File: src/rtl/axis_frame_packer_if.sv
// AXI4-Stream bundle (data, valid, ready, user, last) shared by the packer's input and output sides.
// Latency: none, wires only.
// Backpressure: tready runs against the direction of tdata/tvalid/tuser/tlast.
// Ports: master drives tdata/tvalid/tuser/tlast and samples tready; slave is the mirror image.
interface axis_frame_packer_if;
    logic [31:0] tdata;
    logic        tvalid;
    logic        tready;
    logic        tuser;
    logic        tlast;

    modport master (output tdata, output tvalid, output tuser, output tlast, input tready);
    modport slave  (input tdata, input tvalid, input tuser, input tlast, output tready);
endinterface

File: src/rtl/axis_frame_packer.sv
// Frame packer: tags a raw BGR pixel stream with SOF (tuser) and line/frame end (tlast) for an S2MM DMA.
// Latency: 1 cycle input to output; sustains 1 pixel/clk while m_axis.tready stays high.
// Backpressure: a 2-entry skid buffer absorbs a stall; s_axis.tready is registered and drops only when both entries are full.
// Ports: ACLK/ARESETn (async active-low); enable gates input acceptance; s_axis = pixel input
//        (tuser ignored, tlast checked only); m_axis = tagged output; o_intr = frame-done pulse;
//        o_err = sticky framing error.
module axis_frame_packer #(
    parameter int IMG_WIDTH     = 512,
    parameter int IMG_HEIGHT    = 512,
    parameter bit LAST_PER_LINE = 1'b0,
    parameter int CNT_W         = 10
) (
    input  logic                        ACLK,
    input  logic                        ARESETn,
    input  logic                        enable,
    axis_frame_packer_if.slave          s_axis,
    axis_frame_packer_if.master         m_axis,
    output logic                        o_intr,
    output logic                        o_err
);

    typedef struct packed {
        logic [31:0] dat;
        logic        user;
        logic        last;
        logic        fend;   // frame end, including an early resync end
    } pix_t;

    localparam logic [1:0] ST_EMPTY = 2'd0;
    localparam logic [1:0] ST_ONE   = 2'd1;
    localparam logic [1:0] ST_TWO   = 2'd2;

    logic [1:0]       st_q, st_d;
    pix_t             out_q, out_d;
    pix_t             spr_q, spr_d;
    logic             rdy_q, rdy_d;
    logic [CNT_W-1:0] col_q, col_d;
    logic [CNT_W-1:0] row_q, row_d;
    logic             err_q, err_d;
    logic             intr_q, intr_d;

    logic in_xfer, out_xfer;
    logic last_col, frame_end, early_end;
    pix_t new_pix;

    // Upper byte of the input and the input tuser carry nothing for this block.
    logic unused_in;
    assign unused_in = ^{s_axis.tdata[31:24], s_axis.tuser};

    always_comb begin
        in_xfer   = s_axis.tvalid & rdy_q;
        out_xfer  = (st_q != ST_EMPTY) & m_axis.tready;
        last_col  = (col_q == CNT_W'(IMG_WIDTH - 1));
        frame_end = last_col & (row_q == CNT_W'(IMG_HEIGHT - 1));
        // Upstream claims end-of-frame before our counters agree: cut the frame here.
        early_end = s_axis.tlast & ~frame_end;

        new_pix.dat  = {8'h00, s_axis.tdata[23:0]};
        new_pix.user = (col_q == '0) && (row_q == '0);
        new_pix.last = frame_end | early_end | (LAST_PER_LINE & last_col);
        new_pix.fend = frame_end | early_end;

        st_d  = st_q;
        out_d = out_q;
        spr_d = spr_q;
        case (st_q)
            ST_EMPTY: begin
                if (in_xfer) begin
                    out_d = new_pix;
                    st_d  = ST_ONE;
                end
            end
            ST_ONE: begin
                case ({in_xfer, out_xfer})
                    2'b11: out_d = new_pix;
                    2'b10: begin
                        spr_d = new_pix;
                        st_d  = ST_TWO;
                    end
                    2'b01: st_d = ST_EMPTY;
                    default: ;
                endcase
            end
            ST_TWO: begin
                if (out_xfer) begin
                    out_d = spr_q;
                    st_d  = ST_ONE;
                end
            end
            default: st_d = ST_EMPTY;
        endcase

        // Looking at the next state lets ready fall in the same cycle the spare fills.
        rdy_d = enable & (st_d != ST_TWO);

        col_d = col_q;
        row_d = row_q;
        if (in_xfer) begin
            if (frame_end | early_end) begin
                col_d = '0;
                row_d = '0;
            end else if (last_col) begin
                col_d = '0;
                row_d = row_q + 1'b1;
            end else begin
                col_d = col_q + 1'b1;
            end
        end

        err_d  = err_q | (in_xfer & (early_end | (frame_end & ~s_axis.tlast)));
        intr_d = out_xfer & out_q.fend;
    end

    always_ff @(posedge ACLK or negedge ARESETn) begin
        if (!ARESETn) begin
            st_q   <= ST_EMPTY;
            out_q  <= '0;
            spr_q  <= '0;
            rdy_q  <= 1'b0;
            col_q  <= '0;
            row_q  <= '0;
            err_q  <= 1'b0;
            intr_q <= 1'b0;
        end else begin
            st_q   <= st_d;
            out_q  <= out_d;
            spr_q  <= spr_d;
            rdy_q  <= rdy_d;
            col_q  <= col_d;
            row_q  <= row_d;
            err_q  <= err_d;
            intr_q <= intr_d;
        end
    end

    assign s_axis.tready = rdy_q;
    assign m_axis.tvalid = (st_q != ST_EMPTY);
    assign m_axis.tdata  = out_q.dat;
    assign m_axis.tuser  = out_q.user;
    assign m_axis.tlast  = out_q.last;
    assign o_intr        = intr_q;
    assign o_err         = err_q;

endmodule

File: src/flat_wrapper.sv
// flat-port wrapper written by rule: the top's interface ports become plain ports
module axis_frame_packer_flat 
#(
    parameter int IMG_WIDTH     = 512,
    parameter int IMG_HEIGHT    = 512,
    parameter bit LAST_PER_LINE = 1'b0,
    parameter int CNT_W         = 10
)
  (ACLK, ARESETn, enable, o_intr, o_err, s_axis_tdata, s_axis_tvalid, s_axis_tuser, s_axis_tlast, s_axis_tready, m_axis_tdata, m_axis_tvalid, m_axis_tuser, m_axis_tlast, m_axis_tready);
  axis_frame_packer_if s_axis_i ();
  axis_frame_packer_if m_axis_i ();
  input  logic ACLK;
  input  logic ARESETn;
  input  logic enable;
  output logic o_intr;
  output logic o_err;
  input wire logic [$bits(s_axis_i.tdata)-1:0] s_axis_tdata;
  input wire logic [$bits(s_axis_i.tvalid)-1:0] s_axis_tvalid;
  input wire logic [$bits(s_axis_i.tuser)-1:0] s_axis_tuser;
  input wire logic [$bits(s_axis_i.tlast)-1:0] s_axis_tlast;
  output wire logic [$bits(s_axis_i.tready)-1:0] s_axis_tready;
  output wire logic [$bits(m_axis_i.tdata)-1:0] m_axis_tdata;
  output wire logic [$bits(m_axis_i.tvalid)-1:0] m_axis_tvalid;
  output wire logic [$bits(m_axis_i.tuser)-1:0] m_axis_tuser;
  output wire logic [$bits(m_axis_i.tlast)-1:0] m_axis_tlast;
  input wire logic [$bits(m_axis_i.tready)-1:0] m_axis_tready;
  assign s_axis_i.tdata = s_axis_tdata;
  assign s_axis_i.tvalid = s_axis_tvalid;
  assign s_axis_i.tuser = s_axis_tuser;
  assign s_axis_i.tlast = s_axis_tlast;
  assign s_axis_tready = s_axis_i.tready;
  assign m_axis_tdata = m_axis_i.tdata;
  assign m_axis_tvalid = m_axis_i.tvalid;
  assign m_axis_tuser = m_axis_i.tuser;
  assign m_axis_tlast = m_axis_i.tlast;
  assign m_axis_i.tready = m_axis_tready;
  axis_frame_packer #(.IMG_WIDTH(IMG_WIDTH), .IMG_HEIGHT(IMG_HEIGHT), .LAST_PER_LINE(LAST_PER_LINE), .CNT_W(CNT_W)) u_core (.ACLK(ACLK), .ARESETn(ARESETn), .enable(enable), .s_axis(s_axis_i), .m_axis(m_axis_i), .o_intr(o_intr), .o_err(o_err));
endmodule
File: config.mk
export PLATFORM = sky130hd
export DESIGN_NAME = axis_frame_packer_flat
export DESIGN_NICKNAME = d
export VERILOG_FILES = /design/src/rtl/axis_frame_packer_if.sv /design/src/rtl/axis_frame_packer.sv /design/src/flat_wrapper.sv
export SDC_FILE = /design/constraint.sdc
export NUM_CORES = 1
export LEC_CHECK = 0
export CAP_MARGIN = 10
export CORE_MARGIN = 3
export CORE_UTILIZATION = 40
export DETAILED_ROUTE_END_ITERATION = 8
export GPL_TIMING_DRIVEN = 0
export PLACE_DENSITY = 0.75
export SLEW_MARGIN = 20
export SYNTH_ARGS = -nofsm -noshare
export SYNTH_HDL_FRONTEND = slang
export SYNTH_SLANG_ARGS = --single-unit
export TNS_END_PERCENT = 20
File: constraint.sdc
create_clock -name ACLK -period 2.28 [get_ports ACLK]
set_input_delay 0.684 -clock ACLK [delete_from_list [all_inputs] [get_ports ACLK]]
set_output_delay 0.684 -clock ACLK [all_outputs]
set_load 0.05 [all_outputs]
### Yosys cells after proc, flatten, opt, wreduce, memory -nomap -nowiden

Cells that the tools add are included.

| storage, ports and cells | value |
|---|---|
| register bits after elaboration | 86 |
| input bits | 39 |
| output and inout port bits | 38 |
| word-level logic and storage cells | 61 |

| cells by class | value |
|---|---|
| $add $sub $neg | 2 |
| equality and inequality tests | 11 |
| mux-type cells | 12 |
| bitwise logic cells | 13 |
| reductions and logical operators | 10 |

Operator list:

| kind | count |
|---|---|
| 2-to-1 mux 35 bit | 3 |
| one-hot mux 35 bit (3 select lines) | 1 |
| 2-to-1 mux 10 bit | 4 |
| adder 10 x 1 -> 10 bit, second input constant | 2 |
| == test 10 x 9 -> 1 bit, second input constant | 2 |
| zero test 10 bit | 2 |
| AND 1 bit | 8 |
| == test 2 bit, second input constant | 3 |
| one-hot mux 2 bit (3 select lines) | 1 |
| == test 2 x 1 -> 1 bit, second input constant | 2 |
| 2-to-1 mux 2 bit | 2 |
| inequality test 2 x 1 -> 1 bit, second input constant | 2 |
| inequality test 2 bit, second input constant | 2 |
| one-hot mux 2 bit (2 select lines) | 1 |
| AND reduction 2 bit | 2 |
| AND reduction 4 bit | 1 |
| nonzero test 2 bit | 2 |
| OR 1 bit | 3 |
| nonzero test 3 bit | 1 |
| zero test 2 bit | 1 |
| inverter 1 bit | 2 |
| logical AND 1 bit | 1 |

### Depth between registers and ports, before layout

| depth | value |
|---|---|
| word-level depth | 7 |
| depth in mapped cells | 10 |
| mapped depth without buffers | 9 |

### Worst setup path before layout

Ideal clock, no wire load.

| path | value |
|---|---|
| kind | flip-flop to flip-flop |
| start point | register u_core.col_q[0] |
| end point | register u_core.col_q[2] |
| library setup time | 0.133 ns |
| data arrival time | 2.267 ns |
| required time | 2.147 ns |
| slack | -0.121 ns |
| cell stages (with the launch flop) | 10 |
| buffers on the path | 1 |
| period minus slack after synthesis | 2.401 ns |
| cells stage by stage | dfrtp_1 -> ha_1 -> nand4_1 -> or3_1 -> or4_1 -> ha_1 -> clkbuf_1 -> o31a_1 -> nor2_1 -> nor2_1 |

| between the ends | value |
|---|---|
| cells in the longest elaborated chain, start to end | 6 |
| elaborated cells on any way between the ends | 8 |
| classes of those cells | 1 x add/sub; 1 x eq/ne; 2 x mux; 4 x bitwise |

Ends and longest elaborated chain:

| element | line | text |
|---|---|---|
| start, declared | axis_frame_packer.sv:37 | `logic [CNT_W-1:0] col_q, col_d;` |
| start signal, assigned | axis_frame_packer.sv:129 | `col_q <= col_d;` |
| parallel branches: the longest is 5 deep, another holds adder 10 x 1 -> 10 bit | - |  |
| 2-to-1 mux 10 bit (*) | axis_frame_packer.sv:99 | `if (frame_end \| early_end) begin` |

Every way passes the cells marked *.
A chain may end at the register's enable or synchronous reset.

### Worst setup path after layout

| path | value |
|---|---|
| start point | register u_core.col_q[0] |
| end point | register u_core.col_q[9] |

Same word-level chain as after synthesis.

==> out/results.ini <==
[synthesis]
synth_compound_area_share_pct=5.296
synthSimpleGateAreaFrac_pct=18.79
ys_types=39
synth_adder_area_share_pct=1.708
yosys.area.top_type=dfrtp_1
synthXorXnorAreaFrac_pct=1.674
synth_top_area_share_pct=52.61
yosys-top-cells-area=dfrtp_1, mux2_2, nand2_1
syn_area_per_cell_um2=10.43
synth_area_um2=3662
ys_seq_elements=77
synthCells=351
yosysSeqAreaShare_pct=52.61
synth.mux.area_fraction_pct=15.99
synth_edf_count=0
async_flop_share_pct=100.0
dominantRegCellSynth=dfrtp_1
synth_top_family_by_area=simple AND/OR/NAND/NOR gates
synth_warnings=0

[setup_path]
crit_path_start_kind=flop
critPathArrivalTime_ns=2.47
reg2regPathDepth=8
crit_end=u_core.col_q[9]$_DFFE_PN0P_
worstPathCellList=ha_4, nand4_1, or3_1, or4_4, ha_4, o31a_1, nor2_4, nor2_1
worstPathRequired_ns=2.51
cp_top_family=simple AND/OR/NAND/NOR gates
cp_max_fo=7
path_class=reg2reg
r2r-end=u_core.col_q[9]$_DFFE_PN0P_
crit_cells=8
path_buf_inv=0
crit_path_frequent_cell=ha_4
crit_path_max_incr_delay_ns=0.44
end_kind=flop
r2r_setup_slack_ns=0.04
crit_path_start=u_core.col_q[0]$_DFFE_PN0P_
critical_path.slowest_cell=or4_4
regToRegStartpoint=u_core.col_q[0]$_DFFE_PN0P_

[outcome]
outcome=completed

[timing]
setup_viol=0
fin_worst_skew_ns=0.01138
rsz0062_at_grt=yes
fin_crit_ns=2.238
whs_ns=0.2971
fin_ws_ns=0.04238
tightest_slew_ns=0.5190
slew_headroom_pct=65.29
max_freq_mhz=446.9
fin_crit_sh_pct=98.14
hold_violations=0
finalMaxSlewViolations=0

[floorplan]
die-area_um2=10340
initial_core_util_pct=41.59
core_area_um2=8806
die_x_um=101.7
die_height_um=101.7
ios=77
rows=34

[clock_network]
clock_sinks=77
root_buffer=clkbuf_8
hold_buffers=0
cts_buffers=9
cts.clk_slew.worst_paths_ns=0.09
clk_latency_ns=0.35
cts_tree=built
cts_buffer_depth=2
cts.htree.levels=3

[global_routing]
grt_pass1_vias=2773
grt_max_degree=40
grt.overflow.total=0
grt_pass1_wl_mm=13.42
grt_usage_pct=16.62
antenna_found_initial=0

[finish]
multiInputGateArea_um2=1677
nets=477
final_common_cell=nand2_1
num-fill-cells=763
drive_above_1_share_pct=22.60
final_cells=546
antennaDiodeCount=0
mostFrequentLayoutCells=nand2_1, dfrtp_1, clkdlybuf4s50_1
syn_to_final_growth_pct=30.03
regArea_um2=1928

[place]
dpl.cell_count=526
post-dp-hpwl_mm=5.472
dp_slack_ns=-0.6540
port-buffer-count=59
place_congestion=0.8728

[power_and_ir_drop]
fin_total_pwr_w=0.004894
power_density_nw_per_um2=1028
p_leak_nw=2.130
ir_drop_v=0.0006317

[route]
num_vias=2836
ant_nets=0
viasPerCell=5.194
drtIter0Drc=156
drc=0
dr.pass1.iters=4
totalWireLength_mm=7.850
post_drt_wl_per_cell_um=14.38

[flow_run]
max_cap_viol_count=0

[worst_hold_path]
hold_class=in2async

[synth_stat cells (2+ instances only)]
cell / count
a21oi_1: 9
nor3_1: 3
o41ai_1: 2
or2_2: 2
clkbuf_1: 9
inv_1: 7
nand3b_1: 2
nand2_1: 87
o31ai_1: 2
o21ai_0: 11
or3_1: 3
buf_2: 4
buf_4: 8
dfrtp_1: 77
or4_1: 6
and3_1: 2
mux2_2: 52
nor2b_1: 2
nor4_1: 2
nand3_1: 10
nor2_1: 16
nand4_1: 7
nand2b_1: 3
ha_1: 5
xor2_1: 4
xnor2_1: 3
[layer usage]
layer	GRT usage (%)	wire length, um
met5	0	0
met4	7.260	142
met3	3.512	399
met2	26.21	3804
met1	22.12	3503
[layout make-up]
type	count	share of cell area, %
Inverter	7	0.6043
Buffer	20	2.470
Sequential cell	77	40.49
Multi-Input combinational cell	253	35.21
Clock inverter	6	1.971
Clock buffer	10	2.890
Timing Repair Buffer	65	13.53
Tap cell	108	2.838
[timing repair]
| item | 4_1_cts | 5_1_grt |
|---|---|---|
| gates cloned | 0 | 0 |
| buffers inserted | 3 | 2 |
| pin swaps | 2 | 3 |
| gates resized for setup | 11 | 9 |
| setup endpoints to repair | 63 | 28 |
[per-stage QoR]
stage | cell area, um^2 | setup TNS (ns) | util [%]
after floorplan | 3700 | 0 | -
after global placement | 4425 | -196.91 | 50.26
after detailed placement | 4443 | -33.04 | 50.45
after CTS | 4725 | 0 | 53.65
after global routing | 4762 | -0.3580 | 54.08
final | 4762 | 0 | 54.08
[kinds of logic (layout without fill, tap and decap cells)]
group | count (synthesis) | in the layout
AND/OR/NAND/NOR | 150 | 150
flip-flops | 77 | 77
multiplexers | 52 | 52
AO/OA/AOI/OAI | 31 | 31
buffers and inverters | 28 | 108
XOR/XNOR | 7 | 7
adder cells (fa/ha/maj) | 5 | 5
other | 1 | 8
[worst min-delay path by stage]
| stage | startpoint | endpoint | slack [ns] |
|---|---|---|---|
| after CTS | ARESETn | u_core.spr_q[21]$_DFFE_PN0P_ | 0.31 |
| after detailed placement | u_core.o_err$_DFF_PN0_ | u_core.o_err$_DFF_PN0_ | 0.45 |
| final | ARESETn | u_core.m_axis.tdata[5]$_DFFE_PN0P_ | 0.30 |
| after global placement | u_core.o_err$_DFF_PN0_ | u_core.o_err$_DFF_PN0_ | 0.44 |
| after global routing | ARESETn | u_core.spr_q[21]$_DFFE_PN0P_ | 0.32 |
| after floorplan | ARESETn | u_core.col_q[0]$_DFFE_PN0P_ | 0.39 |
[worst reg2reg max path, cell delays in order, from the launching register on]
cell	delay (ns)
dfrtp_1	0.40
ha_4	0.16
nand4_1	0.14
or3_1	0.36
or4_4	0.44
ha_4	0.21
o31a_1	0.16
nor2_4	0.18
nor2_1	0.07
[registers in the layout, summed over array words and instances, names as in the netlist]
name and flops:
u_core.out_q 1, u_core.m_axis.tuser 1, u_core.col_q 10, u_core.s_axis.tready 1, u_core.row_q 10, u_core.o_err 1
u_core.spr_q 26, u_core.m_axis.tdata 24, u_core.st_q 2, u_core.o_intr 1
[where the power goes]
| part | internal, W | leakage, nW | switching [W] | total (W) |
|---|---|---|---|---|
| Sequential | 0.00176 | 0.958 | 0.000223 | 0.00198 |
| Clock | 0.000656 | 0.113 | 0.000535 | 0.00119 |
| Combinational | 0.000720 | 1.06 | 0.000998 | 0.00172 |
| Total | 0.00314 | 2.13 | 0.00176 | 0.00489 |
Power figures use the tool's default switching activity.
